--- config.mk ---
export PLATFORM = sky130hd
export DESIGN_NAME = multicycle_ctrl
export DESIGN_NICKNAME = d
export VERILOG_FILES = /design/src/rtl/multicycle_ctrl_pkg.sv /design/src/rtl/multicycle_ctrl_wait_timer.sv /design/src/rtl/multicycle_ctrl.sv
export SDC_FILE = /design/constraint.sdc
export NUM_CORES = 1
export LEC_CHECK = 0
export CELL_PAD_IN_SITES_DETAIL_PLACEMENT = 2
export CELL_PAD_IN_SITES_GLOBAL_PLACEMENT = 2
export CORE_ASPECT_RATIO = 2
export CORE_MARGIN = 4
export CORE_UTILIZATION = 23
export DETAILED_ROUTE_END_ITERATION = 8
export GPL_TIMING_DRIVEN = 0
export PLACE_DENSITY = 0.69
export SYNTH_ARGS = -nofsm -noshare
export SYNTH_HDL_FRONTEND = slang
export SYNTH_HIERARCHICAL = 1
export SYNTH_SLANG_ARGS = --single-unit
--- constraint.sdc ---
create_clock -name clk -period 2.45 [get_ports clk]
set_input_delay 0.3675 -clock clk [delete_from_list [all_inputs] [get_ports clk]]
set_output_delay 0.3675 -clock clk [all_outputs]
set_load 0.03 [all_outputs]
--- src/rtl/multicycle_ctrl_pkg.sv ---
// Shared types and constants for the multi-cycle RV32I sequencer.
// Optional perf counters are enabled with MULTICYCLE_PERF_CNT_EN.
package multicycle_ctrl_pkg;

  typedef enum logic [2:0] {
    ST_FETCH  = 3'd0,
    ST_DECODE = 3'd1,
    ST_EXEC   = 3'd2,
    ST_MEM    = 3'd3,
    ST_WB     = 3'd4,
    ST_FAULT  = 3'd5
  } mc_state_e;

  localparam logic PCSEL_PC4 = 1'b0;
  localparam logic PCSEL_TGT = 1'b1;

  localparam int unsigned MC_MEM_TIMEOUT_DEF = 16;
  localparam int unsigned MC_PERF_W          = 32;

  // Per-cycle strobes and requests toward the datapath and memories
  typedef struct packed {
    logic imem_req;
    logic dmem_req;
    logic dmem_we;
    logic ir_we;
    logic pc_we;
    logic pc_sel;
    logic rf_we;
    logic retire;
    logic fault;
  } mc_ctrl_t;

  function automatic int unsigned mc_timer_width(input int unsigned timeout);
    return (timeout == 0) ? 1 : $clog2(timeout + 1);
  endfunction

endpackage

--- src/rtl/multicycle_ctrl_wait_timer.sv ---
// Memory wait counter: clears on state change, counts ready=0 cycles,
// flags the cycle that would be the MEM_TIMEOUT-th wait (never when MEM_TIMEOUT=0).
module multicycle_ctrl_wait_timer
  import multicycle_ctrl_pkg::*;
#(
  parameter int unsigned MEM_TIMEOUT = MC_MEM_TIMEOUT_DEF
) (
  input  logic clk,
  input  logic rst,
  input  logic clear_i,
  input  logic en_i,
  output logic expired_o
);

  localparam int unsigned CNT_W = mc_timer_width(MEM_TIMEOUT);

  logic [CNT_W-1:0] cnt_q, cnt_d;

  always_comb begin
    cnt_d = cnt_q;
    if (clear_i) begin
      cnt_d = '0;
    end else if (en_i) begin
      cnt_d = cnt_q + CNT_W'(1);
    end
  end

  always_ff @(posedge clk or posedge rst) begin
    if (rst) begin
      cnt_q <= '0;
    end else begin
      cnt_q <= cnt_d;
    end
  end

  // This wait cycle brings the count to MEM_TIMEOUT
  assign expired_o = (MEM_TIMEOUT != 0) && (cnt_q == CNT_W'(MEM_TIMEOUT - 1));

endmodule

--- src/rtl/multicycle_ctrl.sv ---
// FETCH/DECODE/EXEC/MEM/WB sequencer for the shared-ALU RV32I datapath.
// Define MULTICYCLE_PERF_CNT_EN to add cycle_cnt/instret_cnt outputs.
module multicycle_ctrl
  import multicycle_ctrl_pkg::*;
#(
  parameter int unsigned MEM_TIMEOUT = MC_MEM_TIMEOUT_DEF
) (
  input  logic        clk,
  input  logic        rst,
  input  logic        dec_valid,
  input  logic        dec_regwen,
  input  logic        dec_memrw,
  input  logic        dec_memtoreg,
  input  logic        dec_branch,
  input  logic        dec_jump,
  input  logic        br_taken,
  input  logic        imem_ready,
  input  logic        dmem_ready,
  output logic        imem_req,
  output logic        dmem_req,
  output logic        dmem_we,
  output logic        ir_we,
  output logic        pc_we,
  output logic        pc_sel,
  output logic        rf_we,
  output logic        retire,
  output logic        fault,
  output logic [2:0]  state_o
`ifdef MULTICYCLE_PERF_CNT_EN
  ,
  output logic [31:0] cycle_cnt,
  output logic [31:0] instret_cnt
`endif
);

  mc_state_e state_q, state_d;
  mc_ctrl_t  ctl;
  logic      wait_c;
  logic      expired_c;

  always_ff @(posedge clk or posedge rst) begin
    if (rst) begin
      state_q <= ST_FETCH;
    end else begin
      state_q <= state_d;
    end
  end

  always_comb begin
    state_d = state_q;
    ctl     = '0;
    wait_c  = 1'b0;
    case (state_q)
      ST_FETCH: begin
        ctl.imem_req = 1'b1;
        if (imem_ready) begin
          ctl.ir_we = 1'b1;
          state_d   = ST_DECODE;
        end else begin
          wait_c = 1'b1;
          if (expired_c) state_d = ST_FAULT;
        end
      end
      ST_DECODE: begin
        state_d = dec_valid ? ST_EXEC : ST_FAULT;
      end
      ST_EXEC: begin
        if (dec_branch) begin
          ctl.pc_we  = 1'b1;
          ctl.pc_sel = br_taken ? PCSEL_TGT : PCSEL_PC4;
          ctl.retire = 1'b1;
          state_d    = ST_FETCH;
        end else if (dec_memrw || dec_memtoreg) begin
          state_d = ST_MEM;
        end else if (dec_jump || dec_regwen) begin
          state_d = ST_WB;
        end else begin
          ctl.pc_we  = 1'b1;
          ctl.pc_sel = PCSEL_PC4;
          ctl.retire = 1'b1;
          state_d    = ST_FETCH;
        end
      end
      ST_MEM: begin
        ctl.dmem_req = 1'b1;
        ctl.dmem_we  = dec_memrw;
        if (dmem_ready) begin
          if (dec_memrw) begin
            ctl.pc_we  = 1'b1;
            ctl.pc_sel = PCSEL_PC4;
            ctl.retire = 1'b1;
            state_d    = ST_FETCH;
          end else begin
            state_d = ST_WB;
          end
        end else begin
          wait_c = 1'b1;
          if (expired_c) state_d = ST_FAULT;
        end
      end
      ST_WB: begin
        ctl.rf_we  = 1'b1;
        ctl.pc_we  = 1'b1;
        ctl.pc_sel = dec_jump ? PCSEL_TGT : PCSEL_PC4;
        ctl.retire = 1'b1;
        state_d    = ST_FETCH;
      end
      ST_FAULT: begin
        ctl.fault = 1'b1;
      end
      default: begin
        state_d = ST_FAULT;
      end
    endcase
  end

  // Any state change clears the counter, so FETCH/MEM always start from zero
  multicycle_ctrl_wait_timer #(
    .MEM_TIMEOUT (MEM_TIMEOUT)
  ) u_wait_timer (
    .clk       (clk),
    .rst       (rst),
    .clear_i   (state_d != state_q),
    .en_i      (wait_c),
    .expired_o (expired_c)
  );

  // Reset forces every output low immediately, aborting any pending request
  always_comb begin
    {imem_req, dmem_req, dmem_we, ir_we, pc_we, pc_sel, rf_we, retire, fault} =
      rst ? mc_ctrl_t'('0) : ctl;
    state_o = rst ? 3'(ST_FETCH) : 3'(state_q);
  end

`ifdef MULTICYCLE_PERF_CNT_EN
  logic [MC_PERF_W-1:0] cycle_cnt_q, cycle_cnt_d;
  logic [MC_PERF_W-1:0] instret_cnt_q, instret_cnt_d;

  always_comb begin
    cycle_cnt_d   = (state_q != ST_FAULT) ? cycle_cnt_q + MC_PERF_W'(1) : cycle_cnt_q;
    instret_cnt_d = ctl.retire ? instret_cnt_q + MC_PERF_W'(1) : instret_cnt_q;
  end

  always_ff @(posedge clk or posedge rst) begin
    if (rst) begin
      cycle_cnt_q   <= '0;
      instret_cnt_q <= '0;
    end else begin
      cycle_cnt_q   <= cycle_cnt_d;
      instret_cnt_q <= instret_cnt_d;
    end
  end

  assign cycle_cnt   = cycle_cnt_q;
  assign instret_cnt = instret_cnt_q;
`endif

endmodule

==> results of run 1 <==
## registers in the layout, indices dropped and copies added (netlist names)
name,count
state_q,3
u_wait_timer/cnt_q,5
## critical path: stages, from the launching register on
cell	delay, ns
dfrtp_1	0.36
ha_2	0.19
and3_4	0.19
ha_4	0.14
or4b_4	0.48
a21oi_4	0.16
a2111oi_4	0.06
o221ai_2	0.23
and2b_1	0.22
mux2_4	0.26
## path summary, 6_finish.rpt
kind	slack, ns	cells past startpoint	to	start
setup / recovery	0.04	9	u_wait_timer/cnt_q[3]	u_wait_timer/cnt_q[0]
hold / removal	0.59	2	u_wait_timer/cnt_q[4]	u_wait_timer/cnt_q[4]
setup reg to reg	0.04	9	u_wait_timer/cnt_q[3]	u_wait_timer/cnt_q[0]
hold reg to reg	0.59	2	u_wait_timer/cnt_q[4]	u_wait_timer/cnt_q[4]
max in group asynchronous	1.61	2	u_wait_timer/cnt_q[0]	rst
min in group asynchronous	0.63	2	state_q[2]	rst
## final cells by class
type                            instances  area (um^2)
Multi-Input combinational cell         65        543.0
Tap cell                               31        38.79
Fill cell                             370         2022
Clock buffer                            3        41.29
Buffer                                  5        36.28
Inverter                                7        26.28
Timing Repair Buffer                   27        249.0
Sequential cell                         8        200.2
## power groups by stage
stage	clock (W)	combinational, W	sequential, W
floorplan	0	0.000416	0.000186
CTS	0.000162	0.000628	0.000199
global placement	0	0.000598	0.000199
finish	0.000156	0.000652	0.000200
detailed placement	0	0.000609	0.000202
global route	0.000170	0.000716	0.000208
## cell families after synthesis
kind of cell	count (synthesis)	share of synthesized area [%]
AOI/OAI and AO/OA	19	20.94
DFF	8	26.80
adders and majority gates	2	3.350
muxes	2	3.350
buffers and inverters	12	8.375
xor gates and xnor gates	1	1.173
and+or+nand+nor	41	36.02
## layout by cell type (no fill, tap or decap), types with 2 or more instances in the layout
| master | count |
|---|---|
| a21bo_2 | 2 |
| buf_2 | 2 |
| and3_1 | 2 |
| nor2_1 | 10 |
| dlymetal6s2s_1 | 2 |
| nor3_1 | 2 |
| clkbuf_8 | 3 |
| clkdlybuf4s50_1 | 13 |
| nand2_1 | 4 |
| buf_4 | 8 |
| a211oi_1 | 2 |
| a21oi_1 | 3 |
| dlygate4sd2_1 | 5 |
| nor2b_1 | 3 |
| and2_1 | 4 |
| dfrtp_1 | 8 |
| nor4_1 | 2 |
| inv_1 | 7 |
## routing by layer
metal	vias to the layer above	GRT usage (%)	routed length (um)
met5	-	0	0
li1	366	-	-
met2	18	26.79	1609
met3	4	1.018	105
met1	387	12.30	798
met4	0	4.167	51
## timing repair
action | 4_1_cts | 5_1_grt
pin swaps | 4 | 2
gates cloned | 0 | 0
setup endpoints to repair | 8 | 7
buffers inserted | 4 | 1
gates resized for setup | 14 | 10
## stage by stage
step	setup slack, ns	instance area, um^2	power [W]	hold WS (ns)
4_1_cts	0.008976	1084	0.0009888	0.6003
3_3_place_gp	-0.3814	1006	0.0007967	0.5550
5_1_grt	-0.05919	1135	0.001094	0.6390
2_1_floorplan	0.03734	747.0	0.0006012	0.1295
3_5_place_dp	-0.3766	1006	0.0008109	0.5990
6_report	0.04488	1135	0.001009	0.5878
==> flow_metrics.env, run 1 <==
export IMPL_max_cap_violations=0
export IMPL_outcome="finished, final reports clean"
export IMPL_ys_seq_area_share_pct=26.80
export IMPL_die_area_um2=4278
export IMPL_n_antenna_cell=0
export IMPL_fin_nets=130
export IMPL_antenna_found_initial=0
export IMPL_p_int_w=0.0005346
export IMPL_max_slew_margin_rel_pct=73.47
export IMPL_synth_area_leaders="dfrtp_1 (27%), nor2_1 (5.5%), inv_1 (3.5%), and2_1 (3.4%), ha_1 (3.4%)"
export IMPL_p_comb_share_pct=64.6
export IMPL_synthFlopType="dfrtp_1"
export IMPL_syn_instance_count=85
export IMPL_final_cell_count_no_fill=146
export IMPL_synth_top_cell_by_area="dfrtp_1"
export IMPL_ir_worst_vdd_mv=0.6167
export IMPL_rsz0062_at_grt="yes"
export IMPL_start_kind="flop"
export IMPL_synth_enable_flop_cells=0
export IMPL_switching_power_w=0.0004744
export IMPL_synth_nets=98
export IMPL_yosysMostFrequentCell="nor2_1"
export IMPL_core_um2=3157
export IMPL_final_antenna_net_count=0
export IMPL_die_h_um=88.59
export IMPL_dp_hpwl_mm=2.063
export IMPL_grt_pass1_wl_mm=4.091
export IMPL_grt_overflow_total=0
export IMPL_htreeDepth=1
export IMPL_portBuffers=22
export IMPL_finalSetupViolCount=0
export IMPL_holdBufCountCts=0
export IMPL_ys_ff_latch=8
export IMPL_grt_max_degree=11
export IMPL_io_pins=23
export IMPL_hold_class="flop to flop"
export IMPL_cts_root_buf="clkbuf_8"
export IMPL_place_congestion=0.7835
export IMPL_cts_tree="built"
export IMPL_drv_slew=0
export IMPL_arrival_ns=2.51
export IMPL_critPathKind="flop to flop"
export IMPL_dp_cells=138
export IMPL_pwr_share_clk_pct=15.5
export IMPL_drc_errors=0
export IMPL_clock_sinks=8
export IMPL_yosys_warnings=6
export IMPL_power_density_nw_per_um2=889.2
export IMPL_routedWlPerCell_um=17.56
export IMPL_cts_buffer_depth=2
export IMPL_clkLatencyLatePin_ns=0.23
export IMPL_num_rows=29
export IMPL_fin_setup_tns_ns=0
export IMPL_cts_buffers=3
export IMPL_layout_min_cycle_time_ns=2.405
export IMPL_critPathCaptureType="flop"
export IMPL_pwr_share_seq_pct=19.9
export IMPL_avgViaCountPerCell=5.308
export IMPL_track_usage_pct=13.24
export IMPL_first_global_vias=877
export IMPL_area_growth_pct=51.93
export IMPL_initial_utilization_pct=23.66
export IMPL_wl_mm=2.564
export IMPL_crit_required_ns=2.56
export IMPL_synthTopCellsByCount="nor2_1 (11), dfrtp_1 (8), inv_1 (7)"
export IMPL_hold_viol=0
export IMPL_fp_dieW_um=48.30
export IMPL_period_share_pct=98.17
export IMPL_finish_utilization_pct=35.95
export IMPL_first_pass_iters=4
export IMPL_cp_max_fo=4
export IMPL_first_iter_violations=7
export IMPL_worst_slew_pin_slew_ns=0.3968
export IMPL_drive_above_1_share_pct=26.96
export IMPL_synth_cell_types=41
export IMPL_swShare_pct=47.02
export IMPL_clk_pin_slew_ns=0.04
export IMPL_synth_async_reset_ratio_pct=100.0
export IMPL_syn_cell_area_um2=747.0
export IMPL_synth_top_area_share_pct=26.80
export IMPL_skew_ns=0.002411
export IMPL_vias=775
export IMPL_leakagePower_nw=0.5287
export IMPL_fmax_mhz=415.8
export IMPL_syn_avg_cell_area_um2=8.788
Power figures use the tool's default switching activity.
==> run 2: changes to the inputs <==
- TNS_END_PERCENT: unset -> 20
==> run 2 against run 1 <==
Cell count did not move. Utilization fell by 0.16 points. Wire length rose by 0.94%. Highest routed layer unchanged. Worst hold slack got worse by 0.0014 ns. Register-to-register slack got worse by 0.02 ns. Critical endpoint unchanged.
==> flow_metrics.env, run 2 (same netlist as run 1, synthesis figures left out) <==
export IMPL_final_cell_mix="clkdlybuf4s50_1 (13), nor2_1 (11), buf_4 (8), dfrtp_1 (8), inv_1 (7)"
export IMPL_start_kind="flop"
export IMPL_hold_viol=0
export IMPL_cp_num_cells=9
export IMPL_critPathCaptureType="flop"
export IMPL_rsz0062_at_grt="yes"
export IMPL_die_area_um2=4278
export IMPL_met1_usage_pct=12.17
export IMPL_fmax_mhz=413.1
export IMPL_outcome="finished, final reports clean"
export IMPL_skew_ns=0.002327
export IMPL_leakagePower_nw=0.5407
export IMPL_largest_reg_flops=5
export IMPL_path_buf_inv=0
export IMPL_num_fill_cells=369
export IMPL_first_iter_violations=5
export IMPL_cts_root_buf="clkbuf_8"
export IMPL_hold_class="flop to flop"
export IMPL_worst_slew_pin_slew_ns=0.5028
export IMPL_io_pins=23
export IMPL_gr_max_usage_layer="met2"
export IMPL_antenna_found_initial=0
export IMPL_ff_latch_area_um2=200.2
export IMPL_first_global_vias=874
export IMPL_portBuffers=22
export IMPL_wl_mm=2.588
export IMPL_drive_above_1_share_pct=25.22
export IMPL_drc_errors=0
export IMPL_fp_dieW_um=48.30
export IMPL_first_pass_iters=3
export IMPL_finalInstanceArea_um2=1130
export IMPL_avgViaCountPerCell=5.308
export IMPL_reg2reg_depth=9
export IMPL_slowest_stage="or4b_4"
export IMPL_n_antenna_cell=0
export IMPL_slowest_delay_ns=0.48
export IMPL_power_w=0.001025
export IMPL_place_congestion=0.7835
export IMPL_grt_pass1_wl_mm=4.077
export IMPL_die_h_um=88.59
export IMPL_arrival_ns=2.53
export IMPL_clk_pin_slew_ns=0.04
export IMPL_htreeDepth=1
export IMPL_clkLatencyLatePin_ns=0.22
export IMPL_grt_met3_usage_pct=1.222
export IMPL_final_common_cell="clkdlybuf4s50_1"
export IMPL_routedWlPerCell_um=17.73
export IMPL_core_um2=3157
export IMPL_worstHoldStart="u_wait_timer/cnt_q[4]"
export IMPL_power_density_nw_per_um2=907.0
export IMPL_track_usage_pct=13.16
export IMPL_post_dp_cell_area_um2=1006
export IMPL_max_cap_violations=0
export IMPL_cts_tree="built"
export IMPL_path_cells="ha_2, and3_4, ha_4, or4b_4, a21oi_4, a2111oi_4, o221ai_2, and2b_1, mux2_4"
export IMPL_layout_min_cycle_time_ns=2.421
export IMPL_fin_nets=130
export IMPL_grt_overflow_total=0
export IMPL_clock_sinks=8
export IMPL_crit_start="u_wait_timer/cnt_q[0]"
export IMPL_grt_max_degree=11
export IMPL_cts_buffer_depth=2
export IMPL_initial_utilization_pct=23.66
export IMPL_top_register="u_wait_timer/cnt_q"
export IMPL_finish_utilization_pct=35.79
export IMPL_finalSetupViolCount=0
export IMPL_max_slew_margin_rel_pct=66.01
export IMPL_crit_end="u_wait_timer/cnt_q[3]"
export IMPL_whs_ns=0.5864
export IMPL_vias=775
export IMPL_r2r_slack_ns=0.03
export IMPL_crit_required_ns=2.56
export IMPL_critPathKind="flop to flop"
export IMPL_drv_slew=0
export IMPL_period_share_pct=98.81
export IMPL_met2_usage_pct=26.19
export IMPL_rr_endpoint="u_wait_timer/cnt_q[3]"
export IMPL_final_antenna_net_count=0
export IMPL_ir_worst_vdd_mv=0.5148
export IMPL_dp_hpwl_mm=2.063
export IMPL_num_rows=29
export IMPL_r2r_start="u_wait_timer/cnt_q[0]"
export IMPL_cp_max_fo=4
export IMPL_cts_buffers=3
export IMPL_multi_input_area_um2=534.3
export IMPL_holdBufCountCts=0
export IMPL_area_growth_pct=51.26
export IMPL_crit_family="simple AND/OR/NAND/NOR gates"
export IMPL_largestRegisters="u_wait_timer/cnt_q (5), state_q (3)"
run 2: changes by cell type in the layout (fill, tap and decap cells not counted), sizes merged:
| cell | previous run | this run |
|---|---|---|
| dlygate4sd2 | 5 | 4 |
| dlymetal6s2s | 2 | 3 |
run 2: metrics by stage:
stage                     setup WS, ns   TNS, ns  std cells
after detailed placement       -0.3766    -1.130        138
final                          0.02905         0        146
after global placement         -0.3814    -1.009        138
after global routing          -0.06320  -0.06320        146
after CTS                     -0.07281  -0.09730        143
after floorplan                0.03734         0         85
run 2: tightest hold or removal path: stages, from the launching register on:
cell      delay, ns
dfrtp_1        0.38
nor2_1         0.11
a211oi_1       0.06
run 2: layer usage:
metal | part of all wire [%] | vias to the layer above
met4 | 2.6 | 0
met2 | 62 | 20
met3 | 4.7 | 6
met1 | 31 | 383
li1 | - | 366
met5 | 0 | -
run 2: repair_timing:
item                                    in CTS  in global routing
buffers inserted                             2                  3
pin swaps                                    3                  1
endpoints found under the setup margin       8                  9
resized for setup                           13                  9
run 2: how the worst min path moves through the flow:
stage | cells after the start | slack (ns) | to
after floorplan | 1 | 0.13 | state_q[0]
final | 2 | 0.59 | u_wait_timer/cnt_q[4]
after CTS | 2 | 0.60 | u_wait_timer/cnt_q[4]
after detailed placement | 2 | 0.60 | u_wait_timer/cnt_q[4]
after global routing | 2 | 0.64 | u_wait_timer/cnt_q[4]
after global placement | 2 | 0.55 | u_wait_timer/cnt_q[4]
run 2: cell type report:
type / count / share of cell area, %
plain buffers: 5 / 3.212
clock buffers: 3 / 3.654
flip-flops and latches: 8 / 17.72
inverters: 7 / 2.326
multi-input cells: 65 / 47.29
repair buffers: 27 / 22.37
well taps: 31 / 3.433
run 2: power by group:
group	internal (W)	switching, W
combinational	0.000285	0.000385
sequential	0.000159	0.0000398
clock	0.000106	0.0000493
total	0.000550	0.000474
